## src/rtl/mux_scan.sv

```systemverilog
`timescale 1ns / 1ps
// -----------------------------------------------------------------------------
// mux_scan
//
// Registered N:1 multiplexer with W-bit channels. Two ways to pick the channel:
//   - manual:    the caller drives the select `s`
//   - auto-scan: an internal sequencer visits each enabled channel for DWELL
//                cycles, skipping channels whose en_mask bit is clear
//
// Ports
//   clk      in   1     rising-edge clock
//   reset_n  in   1     synchronous, active-low reset
//   d        in   N*W   packed channel data, channel k at d[k*W +: W]
//   s        in   SW    manual select
//   mode     in   1     0 = manual, 1 = auto-scan
//   en_mask  in   N     bit k = 1 enables channel k
//   y        out  W     registered selected data
//   cur      out  SW    channel index that y carries
//   valid    out  1     y holds data from an enabled, in-range channel
//   wrap     out  1     one-cycle pulse when the scan returns to a lower or
//                       equal index
//
// All four outputs come from a single register stage, so they always describe
// the same edge. No input reaches an output combinationally.
// -----------------------------------------------------------------------------
module mux_scan #(
    parameter int N     = 5,
    parameter int W     = 1,
    parameter int DWELL = 4,
    parameter int SW    = $clog2(N)
) (
    input  logic             clk,
    input  logic             reset_n,
    input  logic [N*W-1:0]   d,
    input  logic [SW-1:0]    s,
    input  logic             mode,
    input  logic [N-1:0]     en_mask,
    output logic [W-1:0]     y,
    output logic [SW-1:0]    cur,
    output logic             valid,
    output logic             wrap
);

    localparam logic [1:0] ST_MANUAL = 2'd0;
    localparam logic [1:0] ST_SCAN   = 2'd1;
    localparam logic [1:0] ST_IDLE   = 2'd2;

    localparam int             DW         = (DWELL > 1) ? $clog2(DWELL) : 1;
    localparam logic [DW-1:0]  DWELL_LAST = DW'(DWELL - 1);

    // True when idx names an existing channel.
    function automatic logic in_range(input logic [SW-1:0] idx);
        return int'(idx) < N;
    endfunction

    // Mask lookup by compare rather than variable indexing, so an index that
    // is >= N (possible on the manual select) reads as disabled.
    function automatic logic ch_enabled(input logic [N-1:0]  mask,
                                        input logic [SW-1:0] idx);
        logic en;
        en = 1'b0;
        for (int k = 0; k < N; k++) begin
            if (int'(idx) == k) en = mask[k];
        end
        return en;
    endfunction

    // Channel data by compare; out-of-range indices give zero.
    function automatic logic [W-1:0] ch_data(input logic [N*W-1:0] data,
                                             input logic [SW-1:0]  idx);
        logic [W-1:0] v;
        v = '0;
        for (int k = 0; k < N; k++) begin
            if (int'(idx) == k) v = data[k*W +: W];
        end
        return v;
    endfunction

    // Lowest enabled channel; descending loop so the lowest index wins.
    function automatic logic [SW-1:0] lowest_en(input logic [N-1:0] mask);
        logic [SW-1:0] idx;
        idx = '0;
        for (int k = N - 1; k >= 0; k--) begin
            if (mask[k]) idx = SW'(k);
        end
        return idx;
    endfunction

    // Next enabled channel strictly after idx, circularly. Offset N lands back
    // on idx itself, which is how a lone enabled channel keeps being chosen.
    function automatic logic [SW-1:0] next_en(input logic [N-1:0]  mask,
                                              input logic [SW-1:0] idx);
        logic [SW-1:0] nxt;
        logic          found;
        int            j;
        nxt   = idx;
        found = 1'b0;
        for (int off = 1; off <= N; off++) begin
            j = int'(idx) + off;
            if (j >= N) j = j - N;
            if (j >= N) j = j - N;
            if (!found && (j < N) && ch_enabled(mask, SW'(j))) begin
                nxt   = SW'(j);
                found = 1'b1;
            end
        end
        return nxt;
    endfunction

    // Registered state and outputs
    logic [1:0]     state_p1;
    logic [DW-1:0]  cnt_p1;
    logic [W-1:0]   y_p1;
    logic [SW-1:0]  cur_p1;
    logic           vld_p1;
    logic           wrap_p1;

    // Next-edge values
    logic [1:0]     state_p0;
    logic [DW-1:0]  cnt_p0;
    logic [W-1:0]   y_p0;
    logic [SW-1:0]  cur_p0;
    logic           vld_p0;
    logic           wrap_p0;

    logic           man_ok;
    logic [W-1:0]   man_y;
    logic           any_en;
    logic           cur_en;
    logic [SW-1:0]  low_idx;
    logic [SW-1:0]  nxt_idx;
    logic [W-1:0]   low_data;
    logic [W-1:0]   nxt_data;
    logic [W-1:0]   cur_data;

    assign man_ok   = in_range(s) && ch_enabled(en_mask, s);
    assign man_y    = man_ok ? ch_data(d, s) : '0;
    assign any_en   = |en_mask;
    assign cur_en   = ch_enabled(en_mask, cur_p1);
    assign low_idx  = lowest_en(en_mask);
    assign nxt_idx  = next_en(en_mask, cur_p1);
    assign low_data = ch_data(d, low_idx);
    assign nxt_data = ch_data(d, nxt_idx);
    assign cur_data = ch_data(d, cur_p1);

    // p0: next-state decision
    always_comb begin
        state_p0 = state_p1;
        cnt_p0   = cnt_p1;
        y_p0     = y_p1;
        cur_p0   = cur_p1;
        vld_p0   = vld_p1;
        wrap_p0  = 1'b0;

        case (state_p1)
            ST_SCAN: begin
                if (!mode) begin
                    // Leaving scan: the manual rules already apply on this edge.
                    state_p0 = ST_MANUAL;
                    cnt_p0   = '0;
                    cur_p0   = s;
                    y_p0     = man_y;
                    vld_p0   = man_ok;
                end else if (!any_en) begin
                    state_p0 = ST_IDLE;
                    cnt_p0   = '0;
                    y_p0     = '0;
                    vld_p0   = 1'b0;
                end else if (!cur_en || (cnt_p1 == DWELL_LAST)) begin
                    // Dwell finished, or the current channel was masked off
                    // mid-dwell: move on and give the new channel a full dwell.
                    cnt_p0  = '0;
                    cur_p0  = nxt_idx;
                    y_p0    = nxt_data;
                    vld_p0  = 1'b1;
                    wrap_p0 = (nxt_idx <= cur_p1);
                end else begin
                    // Same channel, but data refreshes every cycle.
                    cnt_p0 = cnt_p1 + 1'b1;
                    y_p0   = cur_data;
                    vld_p0 = 1'b1;
                end
            end

            // MANUAL and SCAN_IDLE react to inputs identically; the
            // default also recovers the unused encoding into manual mode.
            default: begin
                if (!mode) begin
                    state_p0 = ST_MANUAL;
                    cnt_p0   = '0;
                    cur_p0   = s;
                    y_p0     = man_y;
                    vld_p0   = man_ok;
                end else if (any_en) begin
                    state_p0 = ST_SCAN;
                    cnt_p0   = '0;
                    cur_p0   = low_idx;
                    y_p0     = low_data;
                    vld_p0   = 1'b1;
                end else begin
                    // Nothing to scan: cur holds, output parked at zero.
                    state_p0 = ST_IDLE;
                    cnt_p0   = '0;
                    y_p0     = '0;
                    vld_p0   = 1'b0;
                end
            end
        endcase
    end

    // p1: output register; reset clears data as well as control so y reads
    // zero straight out of reset
    always_ff @(posedge clk) begin
        if (!reset_n) begin
            state_p1 <= ST_MANUAL;
            cnt_p1   <= '0;
            y_p1     <= '0;
            cur_p1   <= '0;
            vld_p1   <= 1'b0;
            wrap_p1  <= 1'b0;
        end else begin
            state_p1 <= state_p0;
            cnt_p1   <= cnt_p0;
            y_p1     <= y_p0;
            cur_p1   <= cur_p0;
            vld_p1   <= vld_p0;
            wrap_p1  <= wrap_p0;
        end
    end

    assign y     = y_p1;
    assign cur   = cur_p1;
    assign valid = vld_p1;
    assign wrap  = wrap_p1;

endmodule

```

## config.mk

```make
export PLATFORM = sky130hd
export DESIGN_NAME = mux_scan
export DESIGN_NICKNAME = d
export VERILOG_FILES = /design/src/rtl/mux_scan.sv
export SDC_FILE = /design/constraint.sdc
export NUM_CORES = 1
export LEC_CHECK = 0
export CAP_MARGIN = 20
export CORE_MARGIN = 4
export CORE_UTILIZATION = 55
export CTS_CLUSTER_DIAMETER = 100
export DETAILED_ROUTE_END_ITERATION = 7
export HOLD_SLACK_MARGIN = 0.03
export PLACE_DENSITY = 0.72
export SLEW_MARGIN = 20
export SYNTH_ARGS = -nofsm -noshare
export SYNTH_HDL_FRONTEND = slang
export SYNTH_SLANG_ARGS = --single-unit
```

## constraint.sdc

```tcl
create_clock -name clk -period 6.6 [get_ports clk]
set_clock_uncertainty 0.15 [all_clocks]
set_input_delay 0.99 -clock clk [delete_from_list [all_inputs] [get_ports clk]]
set_output_delay 0.99 -clock clk [all_outputs]
set_load 0.05 [all_outputs]
```

# Yosys cells after proc, flatten, opt, wreduce, memory -nomap -nowiden
# Index checks and enable logic that the tools add are counted.
# op_classes
add_sub_neg	16
n_mul	0
div_mod_pow	0
n_lt_le_gt_ge	17
n_eq_ne	41
shifts	0
mux	99
n_bitwise	4
n_reduce_logical	29
# ops
op	count
$mux W32	10
$ge A32 B4 Y1 const B	5
$lt A32 B4 Y1 const B	5
$sub A32 B4 Y32 const B	5
$eq A3 B3 Y1 const B	27
$mux W1	68
$mux W3	16
$eq A3 B2 Y1 const B	9
$logic_not A3 Y1	9
$sub A4 B3 Y5 const B	5
$ge A4 B3 Y1 const B	5
$logic_and A1 B1 Y1	10
$mux W2	5
$reduce_or A5 Y1	2
$add A3 B2 Y4 const B	2
$add A3 B3 Y4 const B	2
$ne A3 B3 Y1 const B	2
$logic_not A1 Y1	5
$reduce_and A5 Y1	1
$add A3 B1 Y4 const B	1
$not A1 Y1	4
$le A3 B3 Y1	1
$lt A3 B3 Y1 const B	1
$add A2 B1 Y2 const B	1
5 further kinds	5
# word_totals
register_bits	10
latch_bits	0
ram_bits	0
romBits	0
inputBits	16
out_inout_bits	6
wordCells	212
mem_count	0

# Depth between registers and ports, before layout
# Gate-level depths: netlist of run 1.
# depth
word_depth	39
depth_mapped	30
depth_no_buf	25

# Least setup slack after synthesis of run 1
# No wires, ideal clock.
# synth_timing
path_type	register to register
startpoint	register cur_p1[2] (netlist: cur[2])
endpoint	register wrap_p1 (netlist: wrap)
setup_ps	78
t_arrival_ps	6042
path_slack_ps	330
path_stages_with_launch	27
path_buffers	3
period_less_slack_ps	6270
cell_sequence	dfxtp_1 > buf_6 > clkbuf_1 > inv_1 > ha_1 > a2111oi_2 > mux2_2 > inv_2 > ha_1 > o21ai_0 > ha_1 > or2_1 > clkbuf_1 > nor2b_1 > a21oi_1 > or4b_1 > a32oi_2 > and2_1 > o31ai_1 > and3_1 > o22ai_1 > inv_1 > ha_1 > a21o_1 > a21oi_1 > a31oi_1 > nor3_1
# synth_via
elab_chain_cells	30
# synth_rtl
item	line	rtl
start, declared	114	logic [SW-1:0] cur_p1;
start signal, assigned	225	cur_p1 <= cur_p0;
branches (longest 30 deep; another with $sub A32 B4 Y32)	-	
end signal, assigned	227	wrap_p1 <= wrap_p0;
end, declared	116	logic wrap_p1;
# Parallel ways; which one is timed is not known.
# A chain may end at the register's enable or synchronous reset.

# Final worst setup path of run 1
# layout_timing
startpoint	register cur_p1[0] (netlist: cur[0])
endpoint	register wrap_p1 (netlist: wrap)
# The elaborated chain is that of the path after synthesis.

==> results of run 1 <==
==> cells in the mapped netlist, drive strengths merged (4+ instances only) <==
master  instances  area [um^2]
mux2            4        45.04
nand2          55        209.0
ha             52        650.6
nor4            5        31.28
inv            26        97.60
a21oi          34        173.9
xnor2           9        78.83
nand2b         15        93.84
o221ai          5        43.79
nand4b          4        35.03
nand3          18        90.09
and2            8        50.05
dfxtp          10        200.2
a211o           4        35.03
o31ai           5        37.54
o211ai          4        30.03
nand4           6        37.54
nor3           15        75.07
buf            11        72.56
clkbuf         17        63.81
a211oi         10        87.58
xor2            4        42.55
nor2b           8        50.05
a31oi          17        121.4
mux2i          15        162.7
o21bai          4        30.03
and3            7        43.79
o21ai          32        163.9
or2             5        31.28
o22ai           6        37.54
nor2           33        123.9
==> stage by stage <==
stage / power [mW] / instance area, um^2
after floorplan: 1.127 / 3666
after global placement: 1.360 / 3934
after detailed placement: 1.382 / 3934
final: 1.489 / 4004
after CTS: 1.470 / 3989
after global routing: 1.639 / 4004
==> final cells by class <==
cell class | count | share of cell area, %
multi-input cells | 443 | 81.00
repair buffers | 34 | 7.687
flip-flops and latches | 10 | 5.000
inverters | 27 | 2.531
well taps | 77 | 2.406
clock buffers | 4 | 1.375
==> path summary, 6_finish.rpt <==
path,to,start,slack [ns],cells past startpoint
max,wrap,cur[0],0.42,22
min,cnt_p1[0],cnt_p1[0],0.28,1
max reg2reg,wrap,cur[0],0.42,22
min reg2reg,cnt_p1[0],cnt_p1[0],0.28,1
==> flip-flops by register name, indices dropped and copies added, names as in the netlist <==
signal    flops
state_p1      2
y             1
wrap          1
cur           3
cnt_p1        2
valid         1
==> logic make-up (layout without fill, tap and decap cells) <==
| family | after synthesis | in the layout | share of synthesized area [%] |
|---|---|---|---|
| flops | 10 | 10 | 5.461 |
| fa+ha+maj | 53 | 53 | 18.29 |
| mux | 19 | 19 | 5.665 |
| simple gates | 197 | 197 | 27.99 |
| buf+inv | 55 | 65 | 6.484 |
| xor+xnor | 14 | 14 | 3.925 |
| compound gates | 160 | 160 | 32.19 |
==> power by group <==
group          switching [mW]  total (mW)  internal (mW)
sequential            0.00750      0.0748         0.0673
combinational           0.787        1.34          0.551
clock                  0.0245      0.0769         0.0525
==> metal layers <==
layer,GRT usage (%),wire [um]
met1,34.21,4635
met2,43.62,4799
met3,2.555,522
met4,7.307,166
met5,0,0
==> out/results.ini, run 1 <==
[die]
initial_core_util_pct = 57.08
placeableCoreArea_um2 = 6422
fp-row-count = 29
io-pin-count = 22
die_width_um = 89.64
die_area_um2 = 8035
die_extent_in_y_um = 89.64

[setup_path]
setup.worst_path.end_class = register
critical_path.n_buffers_inverters = 3
cpLargestDelayFamily = simple AND/OR/NAND/NOR gates
worst-setup-path-type = register to register
crit_path_cells = inv_1 -> ha_1 -> inv_1 -> fa_1 -> o22ai_1 -> o21ai_0 -> ha_1 -> or2_1 -> nor2b_1 -> and3_1 -> or4b_1 -> a32oi_2 -> and2_1 -> o31ai_1 -> and3_1 -> o22ai_1 -> inv_1 -> ha_1 -> a21o_1 -> a21oi_1 -> a31oi_1 -> nor3_1
cpPeakStageDelay_ns = 0.64
worstPathArrival_ns = 6.19
data_required_time_at_the_worst_endpoint_ns = 6.60
start_kind = register
critical-path-slowest-cell = dfxtp_1
critical_path.max_fanout = 10

[synthesis]
edff_count_synth = 0
synth.yosys.warnings = 0
synth_fp_nets = 577
synth_flop_cell = dfxtp_1
synth.ff_latch_count = 10
synthArstFlopShare_pct = 0
syn-instance-count = 508
yosys.cell_types.count = 84
syn_area_per_cell_um2 = 7.217
synth.cell_area_um2 = 3666
sequential_element_share_of_the_synthesized_area_pct = 5.461

[place]
count_of_buffers_from_port_buffering = 21
globalplace.congestion = 0.8982
dp_hpwl_mm = 7.609
detailedPlace.worstSlack_ns = 0.5021
place_inst = 591

[timing]
achievable-frequency_ghz = 0.1618
fin_tns_setup_ns = 0
setup_repair_after_global_routing_missed_its_margin = false
worst-slew-pin-transition_ns = 0.8701
postLayoutSetupSlackWorst_ns = 0.4185
slew_headroom_pct = 41.88
fin_hold_ws_ns = 0.2802
final_max_slew_viol_count = 0
finalHoldViolations = 0
fin_crit_sh_pct = 93.66
setup_viol_count_final = 0
final_critical_path_required_period_ns = 6.181

[outcome]
status = finished, final reports clean

[drt]
totalWireLength_mm = 10.13
postRouteAntennaNets = 0
detail_route.drc_violations = 0
routed_wire_length_per_instance_um = 17.02
via_per_inst = 6.521
detailedRoute.firstIterationViolations = 222
detailedRoute.firstPassIterationCount = 5
via_count = 3880

[pwr]
peakVddDrop_v = 0.0002367
power-per-cell-area_nw_per_um2 = 371.9
power.static_leakage_nw = 1.660

[finish]
finished_core_util_pct = 62.34
drive_gt1_share_pct = 8.301
diodes = 0
synthToLayoutAreaGrowth_pct = 9.215
most_common_cell_after_layout_fill_and_taps_aside = nand2_1
final.fill_count = 600
layout_common_cells = 54 x nand2_1, 51 x ha_1, 33 x nor2_1, 33 x a21oi_1, 30 x o21ai_0
seq_area_um2 = 200.2
final_cells = 595
fin_nets = 588
multi_input_area_um2 = 3243

[global_routing]
grt_pass1_wl_mm = 16.82
number_of_global_route_vias_before_repair = 3708
grt_antenna_before_repair = 0
grt_max_degree = 23
gr-usage-all-layers_pct = 25.61
globalRoute.totalOverflow = 0

[clock_network]
clk_latency_ns = 0.24
post-cts-setup-buffer-count = 0
clkSlewWorstSetupHoldPaths_ns = 0.05
post_cts.resized_instances = 0
cts-hold-fix-buffers = 0
cts_htree_levels = 1
clk_path_buf_depth = 2
total_clock_sinks = 10
buffer_type_at_the_clock_tree_root = clkbuf_8
cts_tree = done
numCtsBuffers = 3

[min_path]
hold_path.class = register to register

[flow_run]
maxCapViolCount = 0

(Power assumes the default switching activity.)
==> run 2: changes to the inputs <==
Settings changed: SLEW_MARGIN 20 to not set.
==> results of run 2 <==
The final DEF is identical to that of run 1; final timing and power are the same.
